<file path="src/rtl/scr1_dmem_dword_initiator.sv">
// SCR1 dmem initiator: one 64-bit command becomes a sequence of 32-bit word
// transfers; reads are coherent (HI, LO, HI) with bounded retry on HI change.
package scr1_dmem_dword_pkg;
   localparam int SCR1_DMEM_AWIDTH = 32;

   typedef enum logic {
      SCR1_MEM_CMD_RD = 1'b0,
      SCR1_MEM_CMD_WR = 1'b1
   } type_scr1_mem_cmd_e;

   typedef enum logic [1:0] {
      SCR1_MEM_WIDTH_BYTE  = 2'b00,
      SCR1_MEM_WIDTH_HWORD = 2'b01,
      SCR1_MEM_WIDTH_WORD  = 2'b10
   } type_scr1_mem_width_e;

   typedef enum logic [1:0] {
      SCR1_MEM_RESP_NOTRDY = 2'b00,
      SCR1_MEM_RESP_RDY_OK = 2'b01,
      SCR1_MEM_RESP_RDY_ER = 2'b10
   } type_scr1_mem_resp_e;
endpackage

module scr1_dmem_dword_initiator
   import scr1_dmem_dword_pkg::*;
#(
   parameter int AWIDTH    = SCR1_DMEM_AWIDTH,
   parameter int RETRY_MAX = 2
) (
   input  logic                 clk,
   input  logic                 rst_n,
   input  logic                 cmd_valid,
   output logic                 cmd_ready,
   input  logic                 cmd_write,
   input  logic [AWIDTH-1:0]    cmd_addr,
   input  logic [63:0]          cmd_wdata,
   output logic                 rsp_valid,
   output logic                 rsp_err,
   output logic [63:0]          rsp_rdata,
   output logic                 dmem_req,
   output type_scr1_mem_cmd_e   dmem_cmd,
   output type_scr1_mem_width_e dmem_width,
   output logic [AWIDTH-1:0]    dmem_addr,
   output logic [31:0]          dmem_wdata,
   input  logic                 dmem_req_ack,
   input  logic [31:0]          dmem_rdata,
   input  type_scr1_mem_resp_e  dmem_resp
);

   typedef enum logic [1:0] {
      ST_IDLE, ST_REQ, ST_RESP, ST_DONE
   } state_e;

   typedef enum logic [2:0] {
      PH_WR_LO, PH_WR_HI, PH_RD_HI0, PH_RD_LO, PH_RD_HI1
   } phase_e;

   localparam int RW = (RETRY_MAX < 1) ? 1 : $clog2(RETRY_MAX + 1);
   localparam logic [RW-1:0]     RMAX  = RW'(RETRY_MAX);
   localparam logic [AWIDTH-1:0] WSTEP = AWIDTH'(4);

   state_e             state_q;
   phase_e             phase_q;
   logic [AWIDTH-1:0]  addr_q;
   logic [31:0]        whi_q;
   logic [31:0]        hi0_q;
   logic [31:0]        lo_q;
   logic [RW-1:0]      retry_q;

   logic               req_q;
   type_scr1_mem_cmd_e cmd_q;
   logic [AWIDTH-1:0]  daddr_q;
   logic [31:0]        dwdata_q;
   logic               rvalid_q;
   logic               rerr_q;
   logic [63:0]        rdata_q;

   logic [AWIDTH-1:0]  addr_hi_d;
   logic [AWIDTH-1:0]  cmd_hi_d;

   // HI word address wraps modulo 2^AWIDTH
   assign addr_hi_d = addr_q + WSTEP;
   assign cmd_hi_d  = cmd_addr + WSTEP;

   assign cmd_ready  = (state_q == ST_IDLE);
   assign rsp_valid  = rvalid_q;
   assign rsp_err    = rerr_q;
   assign rsp_rdata  = rdata_q;
   assign dmem_req   = req_q;
   assign dmem_cmd   = cmd_q;
   assign dmem_width = SCR1_MEM_WIDTH_WORD;
   assign dmem_addr  = daddr_q;
   assign dmem_wdata = dwdata_q;

   always_ff @(posedge clk or negedge rst_n) begin
      if (!rst_n) begin
         state_q  <= ST_IDLE;
         phase_q  <= PH_WR_LO;
         addr_q   <= '0;
         whi_q    <= '0;
         hi0_q    <= '0;
         lo_q     <= '0;
         retry_q  <= '0;
         req_q    <= 1'b0;
         cmd_q    <= SCR1_MEM_CMD_RD;
         daddr_q  <= '0;
         dwdata_q <= '0;
         rvalid_q <= 1'b0;
         rerr_q   <= 1'b0;
         rdata_q  <= '0;
      end else begin
         rvalid_q <= 1'b0;
         unique case (state_q)
            ST_IDLE: begin
               if (cmd_valid) begin
                  addr_q  <= cmd_addr;
                  whi_q   <= cmd_wdata[63:32];
                  retry_q <= '0;
                  if (cmd_addr[2:0] != 3'b000) begin
                     state_q  <= ST_DONE;
                     rvalid_q <= 1'b1;
                     rerr_q   <= 1'b1;
                     rdata_q  <= '0;
                  end else if (cmd_write) begin
                     state_q  <= ST_REQ;
                     phase_q  <= PH_WR_LO;
                     req_q    <= 1'b1;
                     cmd_q    <= SCR1_MEM_CMD_WR;
                     daddr_q  <= cmd_addr;
                     dwdata_q <= cmd_wdata[31:0];
                  end else begin
                     state_q  <= ST_REQ;
                     phase_q  <= PH_RD_HI0;
                     req_q    <= 1'b1;
                     cmd_q    <= SCR1_MEM_CMD_RD;
                     daddr_q  <= cmd_hi_d;
                     dwdata_q <= '0;
                  end
               end
            end
            ST_REQ: begin
               if (dmem_req_ack) begin
                  req_q   <= 1'b0;
                  state_q <= ST_RESP;
               end
            end
            ST_RESP: begin
               case (dmem_resp)
                  SCR1_MEM_RESP_NOTRDY: ;
                  SCR1_MEM_RESP_RDY_OK: begin
                     unique case (phase_q)
                        PH_WR_LO: begin
                           phase_q  <= PH_WR_HI;
                           state_q  <= ST_REQ;
                           req_q    <= 1'b1;
                           daddr_q  <= addr_hi_d;
                           dwdata_q <= whi_q;
                        end
                        PH_WR_HI: begin
                           state_q  <= ST_DONE;
                           rvalid_q <= 1'b1;
                           rerr_q   <= 1'b0;
                           rdata_q  <= '0;
                        end
                        PH_RD_HI0: begin
                           hi0_q   <= dmem_rdata;
                           phase_q <= PH_RD_LO;
                           state_q <= ST_REQ;
                           req_q   <= 1'b1;
                           daddr_q <= addr_q;
                        end
                        PH_RD_LO: begin
                           lo_q    <= dmem_rdata;
                           phase_q <= PH_RD_HI1;
                           state_q <= ST_REQ;
                           req_q   <= 1'b1;
                           daddr_q <= addr_hi_d;
                        end
                        PH_RD_HI1: begin
                           if (dmem_rdata == hi0_q) begin
                              state_q  <= ST_DONE;
                              rvalid_q <= 1'b1;
                              rerr_q   <= 1'b0;
                              rdata_q  <= {dmem_rdata, lo_q};
                           end else if (retry_q != RMAX) begin
                              // carry crossed LO: re-read LO against the new HI
                              hi0_q   <= dmem_rdata;
                              retry_q <= retry_q + 1'b1;
                              phase_q <= PH_RD_LO;
                              state_q <= ST_REQ;
                              req_q   <= 1'b1;
                              daddr_q <= addr_q;
                           end else begin
                              state_q  <= ST_DONE;
                              rvalid_q <= 1'b1;
                              rerr_q   <= 1'b1;
                              rdata_q  <= {dmem_rdata, lo_q};
                           end
                        end
                        default: begin
                           state_q  <= ST_DONE;
                           rvalid_q <= 1'b1;
                           rerr_q   <= 1'b1;
                           rdata_q  <= '0;
                        end
                     endcase
                  end
                  default: begin
                     state_q  <= ST_DONE;
                     rvalid_q <= 1'b1;
                     rerr_q   <= 1'b1;
                     rdata_q  <= '0;
                  end
               endcase
            end
            ST_DONE: state_q <= ST_IDLE;
            default: state_q <= ST_IDLE;
         endcase
      end
   end

endmodule

</file>
<file path="config.mk">
export PLATFORM = sky130hd
export DESIGN_NAME = scr1_dmem_dword_initiator
export DESIGN_NICKNAME = d
export VERILOG_FILES = /design/src/rtl/scr1_dmem_dword_initiator.sv
export SDC_FILE = /design/constraint.sdc
export NUM_CORES = 1
export LEC_CHECK = 0
export CORE_MARGIN = 4
export CORE_UTILIZATION = 30
export CTS_CLUSTER_SIZE = 40
export DETAILED_ROUTE_END_ITERATION = 8
export SYNTH_ARGS = -nofsm -noshare
export SYNTH_HDL_FRONTEND = slang
export SYNTH_SLANG_ARGS = --single-unit
export TNS_END_PERCENT = 50
</file>
<file path="constraint.sdc">
create_clock -name clk -period 3.12 [get_ports clk]
set_input_delay 0.624 -clock clk [delete_from_list [all_inputs] [get_ports clk]]
set_output_delay 0.624 -clock clk [all_outputs]
set_load 0.005 [all_outputs]
</file>
Word-level counts from Yosys, hierarchy flattened
Cells that the tools add are included.

cells by class
  add/sub/neg operators = 3
  eq/ne operators = 29
  mux-type cells = 69
  bitwise gates (word level) = 1
  reductions and logical operators = 20

operator list
  kind                                            count
  2-to-1 mux 32 bit                               13
  case mux 64 bit (2 select lines)                3
  2-to-1 mux 64 bit                               4
  case mux 32 bit (2 select lines)                3
  case mux 32 bit (3 select lines)                1
  adder 32 x 3 -> 32 bit (second input constant)  2
  == test 32 bit                                  1
  2-to-1 mux 2 bit                                11
  inequality test 2 bit (second input constant)   11
  2-to-1 mux 1 bit                                15
  2-to-1 mux 3 bit                                5
  AND reduction 7 bit                             2
  inequality test 3 bit (second input constant)   4
  case mux 1 bit (2 select lines)                 6
  case mux 2 bit (2 select lines)                 3
  case mux 3 bit (4 select lines)                 1
  AND reduction 6 bit                             2
  AND reduction 5 bit                             2
  AND reduction 3 bit                             3
  case mux 2 bit (4 select lines)                 1
  AND reduction 8 bit                             1
  == test 3 x 2 -> 1 bit (second input constant)  2
  case mux 1 bit (3 select lines)                 2
  case mux 3 bit (2 select lines)                 1
  other kinds (17)                                23

storage, ports and cells
  register bits = 267
  bits of input ports = 135
  output and inout port bits = 135
  logic and storage cells = 136

Logic depth before layout (Yosys ltp)
Gate-level depths: netlist (run 1).

  word-level depth = 6
  depth in mapped cells = 8

Worst setup path after synthesis (run 1)
No wires, ideal clock.

  kind = input port to flip-flop
  start point = in cmd_addr[2]
  end point = reg daddr_q[31], in the netlist dmem_addr[31]
  data arrival time = 2.177 ns
  required time = 2.995 ns
  path slack = 0.819 ns
  stages on the path = 6
  cell sequence = nor3_2 > nand3b_1 > a21o_1 > a311oi_4 > buf_4 > mux2_2

between the ends
  cells in the longest elaborated chain, start to end = 5

RTL lines
  item                              line  text
  start: declaration                35    input logic [AWIDTH-1:0] cmd_addr,
  adder 32 x 3 -> 32 bit            83    assign cmd_hi_d = cmd_addr + WSTEP;
  2-to-1 mux 32 bit                 124   end else if (cmd_write) begin
  2-to-1 mux 32 bit                 119   if (cmd_addr[2:0] != 3'b000) begin
  2-to-1 mux 32 bit                 115   if (cmd_valid) begin
  case mux 32 bit (2 select lines)  113   unique case (state_q)
  end signal: assignment            129   daddr_q <= cmd_addr;
  end signal: assignment            136   daddr_q <= cmd_hi_d;
  end signal: assignment            156   daddr_q <= addr_hi_d;
  end: declaration                  72    logic [AWIDTH-1:0] daddr_q;

Parallel ways exist; a longest one is shown, timed or not. The select of a mux whose other input is x is not followed.
A chain may end at the register's enable or synchronous reset.

Final worst setup path (run 1)
  start point = in dmem_rdata[24]
  end point = reg daddr_q[0], in the netlist dmem_addr[0]

between the ends
  cells in the longest elaborated chain, start to end = 3

RTL lines
  item                                    line  text
  start: declaration                      46    input logic [31:0] dmem_rdata,
  == test 32 bit                          180   if (dmem_rdata == hi0_q) begin
  inequality test 3 bit (no source line)  --
  AND reduction 7 bit (no source line)    --
  end signal: assignment                  170   daddr_q <= addr_q;
  end signal: assignment                  177   daddr_q <= addr_hi_d;
  end signal: assignment                  192   daddr_q <= addr_q;

No other way between the ends.

==> results_dict.tcl, run 1 <==
set metrics [dict create \
    grt_max_degree 130 \
    drv_slew 0 \
    nNetsFinal 1793 \
    post_cts_buffers 0 \
    final_cells 2269 \
    intPower_mw 9.25 \
    cts_tree "built" \
    antenna_left 0 \
    grt.overflow.total 0 \
    synth.cell_area_um2 13700 \
    ys_types 62 \
    die_h_um 221 \
    post-route-util 0.412 \
    path_class "input port to register" \
    finalHoldViolCount 0 \
    core_um2 44600 \
    synth-seq-cells 267 \
    area_growth_pct 34.7 \
    drc 0 \
    fin_hold_ws_ps 76.4 \
    wl_um 44200 \
    cap_violations 0 \
    period_share 0.841 \
    num_rows 77 \
    worst_slew_pin_slew_ps 775 \
    seqPwrFrac 0.393 \
    startpoint "dmem_rdata[24]" \
    cts-root-buf "clkbuf_16" \
    post_cts_resized 0 \
    synth_seq_area_share 0.489 \
    slew_headroom 0.483 \
    synthCells 1395 \
    final_cell_mix "267 x dfrtp_1, 265 x clkdlybuf4s50_1, 239 x nand2_1" \
    io_buffer_count 267 \
    r2r_end "dmem_addr[30]" \
    outcome "finished clean" \
    yosys_warnings 0 \
    critPathArrivalTime_ps 3070 \
    hpwl_um 29600 \
    synth_top_area_share 0.489 \
    rsz0062_at_grt "no" \
    fin_crit_ps 2620 \
    hold_class "input port to asynchronous set/reset pin" \
    dr.pass1.iters 5 \
    report.power.total_mw 14.1 \
    insertion_delay_ps 590 \
    ys_async_sr_fraction 1.00 \
    fmax_mhz 381 \
    nFillCells 4338 \
    leakage_nw 8.06 \
    drt_iter0_markers 865 \
    numCtsBuffers 31 \
    start_util 0.306 \
    timing.reg2reg.setup_slack_ps 640 \
    r2r-start "addr_q[6]" \
    synth_area_leaders "dfrtp_1 49%, nand2_1 6.6%, mux2_2 5.9%" \
    ys.flop_type "dfrtp_1" \
    drive_gt1_frac 0.130 \
    yosysTopAreaCell "dfrtp_1" \
    clk_pin_slew_ps 60 \
    syn_area_per_cell_um2 9.79 \
    dp.cells 2214 \
    p_sw_frac 0.345 \
    track_usage 0.173 \
    syn-num-nets 1533 \
    synth_edf_count 0 \
    final_common_cell "dfrtp_1" \
    antenna_found_initial 3 \
    clock_path_buffers 3 \
    die_w_um 221 \
    pwr-share-clk 0.262 \
    worstPathRequired_ps 3570 \
    grt_pass1_wl_um 69700 \
    power_density_nw_per_um2 767 \
    cts_max_level 1 \
    gp_routability_congestion 0.812 \
    p_comb_frac 0.345 \
    end_kind "register" \
    wl_per_cell_um 19.5 \
    setup_viol 0 \
    via_per_inst 5.15 \
    clock_skew_ps 26.9 \
    vias 11700 \
    setup_tns_ps 0 \
    reg2regPathDepth 6 \
    die-area_um2 49000 \
    cts.sinks 267 \
    cp_max_fo 24 \
    cp-start-kind "input port" \
    vdd_drop_max_uv 423 \
    grt_pass1_vias 11800 \
    io_pins 270 \
    p_switching_mw 4.87 \
    cts_hold_buf 0 \
]
[cells in the mapped netlist, types with 4 or more instances]
cell type	number
dfrtp_1	267
nand2_1	239
o21ai_0	115
and3_1	101
clkbuf_1	79
mux2_2	71
nand3b_1	65
a31oi_1	64
xnor2_1	50
a21oi_1	39
xor2_1	35
mux2_1	26
nor2_1	25
nor4_1	24
nor3_1	23
mux2i_1	21
nand3_1	19
buf_2	14
inv_1	13
nand4_1	12
buf_1	8
and4_1	7
nor2b_1	7
nand2b_1	6
buf_4	5
and2_1	4
nor4_4	4
o211ai_1	4
[through the flow]
| step | instance area, um2 | setup slack [ps] |
|---|---|---|
| after floorplan | 13700 | 819 |
| after global placement | 17400 | -167 |
| after detailed placement | 17400 | -168 |
| after CTS | 18400 | 464 |
| after global routing | 18400 | 369 |
| final | 18400 | 497 |
[critical path, cell delays in order]
cell and delay [ps]:
clkdlybuf4s50_1 520, xor2_1 210, nor4_1 340, nand4_1 350
o21ai_2 330, a311oi_4 150, buf_12 210, mux2_1 320
[state kept, by name, indices dropped and copies added (netlist names)]
name        cells
retry_q         2
dmem_addr      32
dmem_wdata     32
state_q         2
rsp_err         1
dmem_req        1
dmem_cmd        1
whi_q          32
rsp_valid       1
phase_q         3
hi0_q          32
rsp_rdata      64
lo_q           32
addr_q         32
[worst max path at each step]
stage                          endpoint  slack, ps
after floorplan           dmem_addr[31]        820
after global placement    dmem_addr[10]       -170
after detailed placement   dmem_addr[7]       -170
after CTS                  dmem_addr[7]        460
after global routing       dmem_addr[1]        370
final                      dmem_addr[0]        500
[per-layer routing]
metal	vias to the layer above	track usage	part of all wire
met5	-	0	0.00045
met4	2	0.0527	0.029
met3	69	0.0327	0.052
met2	334	0.276	0.46
met1	5829	0.240	0.45
li1	5444	-	-
[kinds of logic (layout without fill, tap and decap cells)]
logic type / count (synthesis) / count (layout) / share of synthesized area
flops: 267 / 267 / 0.489
other cells: 2 / 4 / 0.000550
compound gates: 248 / 248 / 0.105
fa+ha+maj: 3 / 3 / 0.00275
simple gates: 550 / 550 / 0.215
buf+inv: 121 / 401 / 0.0370
mux: 118 / 118 / 0.0954
xor+xnor: 86 / 86 / 0.0557
[layout make-up]
class	count	area, um2	share of cell area
clock inverters	14	170	0.00925
flip-flops and latches	267	6680	0.363
multi-input cells	1007	6550	0.356
diodes	2	5.00	0.000272
repair buffers	335	3350	0.182
inverters	13	48.8	0.00265
clock buffers	39	856	0.0465
well taps	592	741	0.0403
[power groups by stage]
stage	combinational (mW)	sequential (mW)	clock (mW)
floorplan	2.65	5.37	0
global placement	4.85	5.56	0
detailed placement	4.92	5.60	0
CTS	4.96	5.55	3.81
global route	5.36	5.71	3.95
finish	4.87	5.55	3.69
Power figures use the tool's default switching activity.
==> run 2: changes to the inputs <==
==> constraint.sdc (replaced) <==
create_clock -name clk -period 2.7 [get_ports clk]
set_input_delay 0.54 -clock clk [delete_from_list [all_inputs] [get_ports clk]]
set_output_delay 0.54 -clock clk [all_outputs]
set_load 0.005 [all_outputs]
==> run 2 against run 1 <==
Cell area rose by 1.7%. Worst setup slack got worse by 320 ps. Final cell count rose by 1.6%. Non-clock buffer count rose by 32. Critical endpoint is now dmem_addr[30]. Clock skew fell by 12 ps. Register-to-register slack got worse by 470 ps. Largest cell class unchanged. Hold slack improved by 400 ps. First-iteration DRC count fell by 1.0%. Critical path type is now register to register. Via count rose by 0.52%. Clock power rose by 19%.
==> results_dict.tcl, run 2 (synthesized netlist as in run 1, its figures left out) <==
set metrics [dict create \
    outcome "finished clean" \
    hp-start "whi_q[19]" \
    worst_slew_pin_slew_ps 694 \
    slew_headroom 0.537 \
    wl_per_cell_um 19.0 \
    drt_iter0_markers 856 \
    antenna_found_initial 3 \
    antenna_left 0 \
    timing.reg2reg.setup_slack_ps 170 \
    die_w_um 221 \
    io_pins 270 \
    dp.cells 2245 \
    cp-start-kind "register" \
    vdd_drop_max_uv 400 \
    fmax_mhz 396 \
    power_density_nw_per_um2 882 \
    insertion_delay_ps 540 \
    dr.pass1.iters 5 \
    fin_hold_ws_ps 475 \
    wl_um 43900 \
    post_cts_buffers 0 \
    finalHoldViolCount 0 \
    die-area_um2 49000 \
    final_cells 2306 \
    rsz0062_at_grt "no" \
    via_per_inst 5.09 \
    gp_routability_congestion 0.816 \
    hold_class "register to register" \
    grt_max_degree 69 \
    min_to "whi_q[19]" \
    drv_slew 0 \
    final_common_cell "dfrtp_1" \
    grt.overflow.total 0 \
    worstPathRequired_ps 3110 \
    cts-root-buf "clkbuf_16" \
    place_area_um2 17600 \
    final_cell_mix "267 x dfrtp_1, 265 x clkdlybuf4s50_1, 239 x nand2_1" \
    nNetsFinal 1828 \
    num_rows 77 \
    reg2regPathDepth 6 \
    cts_tree "built" \
    clock_path_buffers 3 \
    numCtsBuffers 34 \
    cts_hold_buf 1 \
    end_kind "register" \
    clock_skew_ps 14.6 \
    r2r_end "dmem_addr[30]" \
    drc 0 \
    period_share 0.935 \
    setup_viol 0 \
    report.power.total_mw 16.5 \
    largest_reg_flops 64 \
    start_util 0.306 \
    critPathArrivalTime_ps 2940 \
    cts_max_level 2 \
    die_h_um 221 \
    grt_pass1_wl_um 69500 \
    hpwl_um 29700 \
    leakage_nw 8.24 \
    r2r-start "addr_q[6]" \
    final_area_um2 18700 \
    setup_tns_ps 0 \
    cts.sinks 267 \
    min_path_cells 2 \
    cap_violations 0 \
    cp_max_fo 6 \
    area_growth_pct 37.0 \
    nFillCells 4277 \
    io_buffer_count 267 \
    path_class "register to register" \
    drive_gt1_frac 0.144 \
    track_usage 0.173 \
    vias 11700 \
    post_cts_resized 0 \
    grt_pass1_vias 11700 \
    core_um2 44600 \
    clk_pin_slew_ps 60 \
    fin_crit_ps 2530 \
]
-- run 2: cell types whose count changed in the layout (fill, tap and decap cells not counted), moves of 2 or more --
cell and delta:
clkinv_2 -5, buf_12 +3, clkbuf_16 +3, buf_4 +28, bufinv_16 -2, clkbuf_1 +7
-- run 2: worst max path at each step --
stage,startpoint,endpoint,slack [ps],cells after the start
floorplan,cmd_addr[2],dmem_addr[31],480,6
global placement,dmem_rdata[21],rsp_rdata[60],-290,9
detailed placement,dmem_rdata[6],rsp_rdata[23],-310,10
CTS,addr_q[6],dmem_addr[30],200,6
global route,addr_q[6],dmem_addr[28],10,6
finish,addr_q[6],dmem_addr[30],170,6
-- run 2: per-layer routing --
layer / global-route usage / vias to the layer above / routed length (um)
met5: 0 / - / 12
met4: 0.0501 / 2 / 1140
met1: 0.239 / 5789 / 20000
li1: - / 5532 / -
met3: 0.0406 / 73 / 2480
met2: 0.274 / 343 / 20300
-- run 2: final cells by class --
| class | count | area [um2] | share of cell area |
|---|---|---|---|
| sequential | 267 | 6680 | 0.357 |
| multi-input combinational | 1007 | 6550 | 0.350 |
| timing repair buffer | 367 | 3630 | 0.194 |
| clock buffer | 50 | 971 | 0.0519 |
| tap | 592 | 741 | 0.0396 |
| clock inverter | 8 | 91.3 | 0.00488 |
| inverter | 13 | 48.8 | 0.00261 |
| antenna | 2 | 5.00 | 0.000267 |
-- run 2: worst max-delay path, cell delays in order, from the launching register on --
cell and delay (ps):
dfrtp_1 430, nand2_1 180, or4_1 710, nor4_1 470, mux2i_1 250, a21oi_1 60
mux2_1 310
-- run 2: power breakdown --
part / internal (mW) / switching [mW]
logic: 2.88 / 2.89
registers: 5.38 / 0.976
clock network: 2.60 / 1.79
total: 10.9 / 5.66
-- run 2: metrics by stage --
step | setup slack (ps) | utilization
floorplan | 483 | -
global placement | -287 | 0.395
detailed placement | -309 | 0.395
CTS | 202 | 0.419
global route | 14.7 | 0.420
finish | 174 | 0.420
==> run 3: changes to the inputs <==
--- a/config.mk
+++ b/config.mk
@@ -6,7 +6,7 @@
 export NUM_CORES = 1
 export LEC_CHECK = 0
 export CORE_MARGIN = 4
-export CORE_UTILIZATION = 30
+export CORE_UTILIZATION = 36
 export CTS_CLUSTER_SIZE = 40
 export DETAILED_ROUTE_END_ITERATION = 8
 export SYNTH_ARGS = -nofsm -noshare
==> run 3 against run 2 <==
First-iteration DRC count shrank 15%. Non-clock buffer count decreased by 1. Critical path depth is 3 higher. Clock power down 3%. Hold slack barely moved. Critical path type is now input port to register. Highest routed layer is now met4. Global-route usage up 2.8 points. Combinational power about the same. Count of clock-buffer cells in the layout shrank 3. Critical endpoint is now rsp_rdata[16]. Worst setup slack better by 11 ps. Clock skew is 6.5 ps lower.
==> results_dict.tcl, run 3 (synthesized netlist as in run 1, its figures left out) <==
set metrics [dict create \
    pre_cts_ws_ps -364 \
    hold_class "register to register" \
    wl_um 42400 \
    worstPathRequired_ps 3130 \
    antenna_found_initial 2 \
    path_class "input port to register" \
    met2_length_um 19300 \
    insertion_delay_ps 550 \
    dp.cells 2163 \
    r2r_end "dmem_addr[30]" \
    worst_slew_pin_slew_ps 663 \
    core_um2 37600 \
    leakage_nw 8.25 \
    met1Wirelength_um 20200 \
    largest_reg_flops 64 \
    area_growth_pct 36.4 \
    intPower_mw 10.9 \
    num_rows 71 \
    setup_tns_ps 0 \
    pwr-share-clk 0.262 \
    p_comb_frac 0.351 \
    grt_pass1_wl_um 67600 \
    die-area_um2 41100 \
    cts_tree "built" \
    fin_crit_ps 2510 \
    wl_per_cell_um 19.1 \
    vdd_drop_max_uv 639 \
    p_sw_frac 0.335 \
    numCtsBuffers 31 \
    antenna_left 0 \
    post-route-util 0.496 \
    post_cts_resized 0 \
    timing.reg2reg.setup_slack_ps 210 \
    end_kind "register" \
    grt_pass1_vias 11800 \
    wl_met3_um 2250 \
    final_common_cell "dfrtp_1" \
    final_cell_mix "267 x dfrtp_1, 265 x clkdlybuf4s50_1, 239 x nand2_1" \
    power_density_nw_per_um2 878 \
    seqPwrFrac 0.387 \
    drv_slew 0 \
    drive_gt1_frac 0.143 \
    outcome "finished clean" \
    drt_iter0_markers 730 \
    gp_routability_congestion 0.816 \
    io_buffer_count 267 \
    cts_max_level 1 \
    clock_skew_ps 8.08 \
    start_util 0.364 \
    p_switching_mw 5.48 \
    setup_viol 0 \
    die_h_um 203 \
    grt_max_degree 73 \
    final_area_um2 18600 \
    cts-root-buf "clkbuf_16" \
    grt.overflow.total 0 \
    cap_violations 0 \
    via_per_inst 5.24 \
    slew_headroom 0.558 \
    cp_max_fo 39 \
    vias 11600 \
    nNetsFinal 1824 \
    cp-start-kind "input port" \
    fmax_mhz 398 \
    dr.max_layer_used "met4" \
    report.power.total_mw 16.4 \
    clock_path_buffers 3 \
    hp-start "whi_q[19]" \
    min_to "whi_q[19]" \
    cts.sinks 267 \
    rsz0062_at_grt "no" \
    drc 0 \
    dr.pass1.iters 6 \
    finalHoldViolCount 0 \
    critPathArrivalTime_ps 2940 \
    clk_pin_slew_ps 60 \
    place_area_um2 17600 \
    fin_hold_ws_ps 475 \
    min_path_cells 2 \
    die_w_um 203 \
    period_share 0.931 \
    final_cells 2221 \
    io_pins 270 \
    track_usage 0.201 \
    reg2regPathDepth 6 \
    fin_ws_ps 186 \
    hpwl_um 28100 \
    r2r-start "addr_q[6]" \
]
[run 3: cell types whose count changed in the layout (fill, tap and decap cells not counted), moves of 2 or more]
| cell | delta |
|---|---|
| buf_4 | -5 |
| buf_12 | +4 |
| clkbuf_1 | -3 |
| clkbuf_16 | -3 |
| clkbuf_8 | +3 |
| bufinv_16 | +2 |
| clkinv_2 | +2 |
| inv_6 | -2 |
[run 3: power groups by stage]
| stage | Combinational, mW | Clock, mW | Sequential (mW) |
|---|---|---|---|
| 6_report | 5.75 | 4.28 | 6.34 |
| 5_1_grt | 6.33 | 4.59 | 6.54 |
| 4_1_cts | 5.82 | 4.41 | 6.34 |
| 3_5_place_dp | 5.79 | 0 | 6.40 |
| 3_3_place_gp | 5.73 | 0 | 6.35 |
| 2_1_floorplan | 3.06 | 0 | 6.20 |
[run 3: metal layers]
layer,GRT usage,up-vias
li1,-,5512
met1,0.296,5768
met2,0.313,301
met3,0.0334,47
met4,0.0441,0
met5,0,-
[run 3: worst max-delay path: stages]
cell and delay, ps:
clkdlybuf4s50_1 510, xor2_1 180, nor4_1 460, nand4_1 280, buf_4 230, o21ai_1 110
o211a_2 260, buf_12 210, o21ai_0 120
[run 3: worst max-delay path by stage]
stage / to / start
after floorplan: dmem_addr[31] / cmd_addr[2]
after global placement: rsp_rdata[51] / dmem_rdata[28]
after detailed placement: rsp_rdata[10] / dmem_rdata[28]
after CTS: cmd_ready / state_q[1]
after global routing: rsp_rdata[38] / dmem_rdata[25]
final: rsp_rdata[16] / dmem_rdata[28]
[run 3: timing repair]
item	CTS	global route
setup buffers	0	0
endpoints found under the hold margin	57	0
hold buffers	1	0
[run 3: cell type report]
type                            instances  area, um2
Fill cell                            3489      18900
Sequential cell                       267       6680
Multi-Input combinational cell       1007       6550
Timing Repair Buffer                  366       3670
Clock buffer                           47        926
Tap cell                              511        639
Clock inverter                          8        119
Inverter                               13       48.8
Antenna cell                            2       5.00
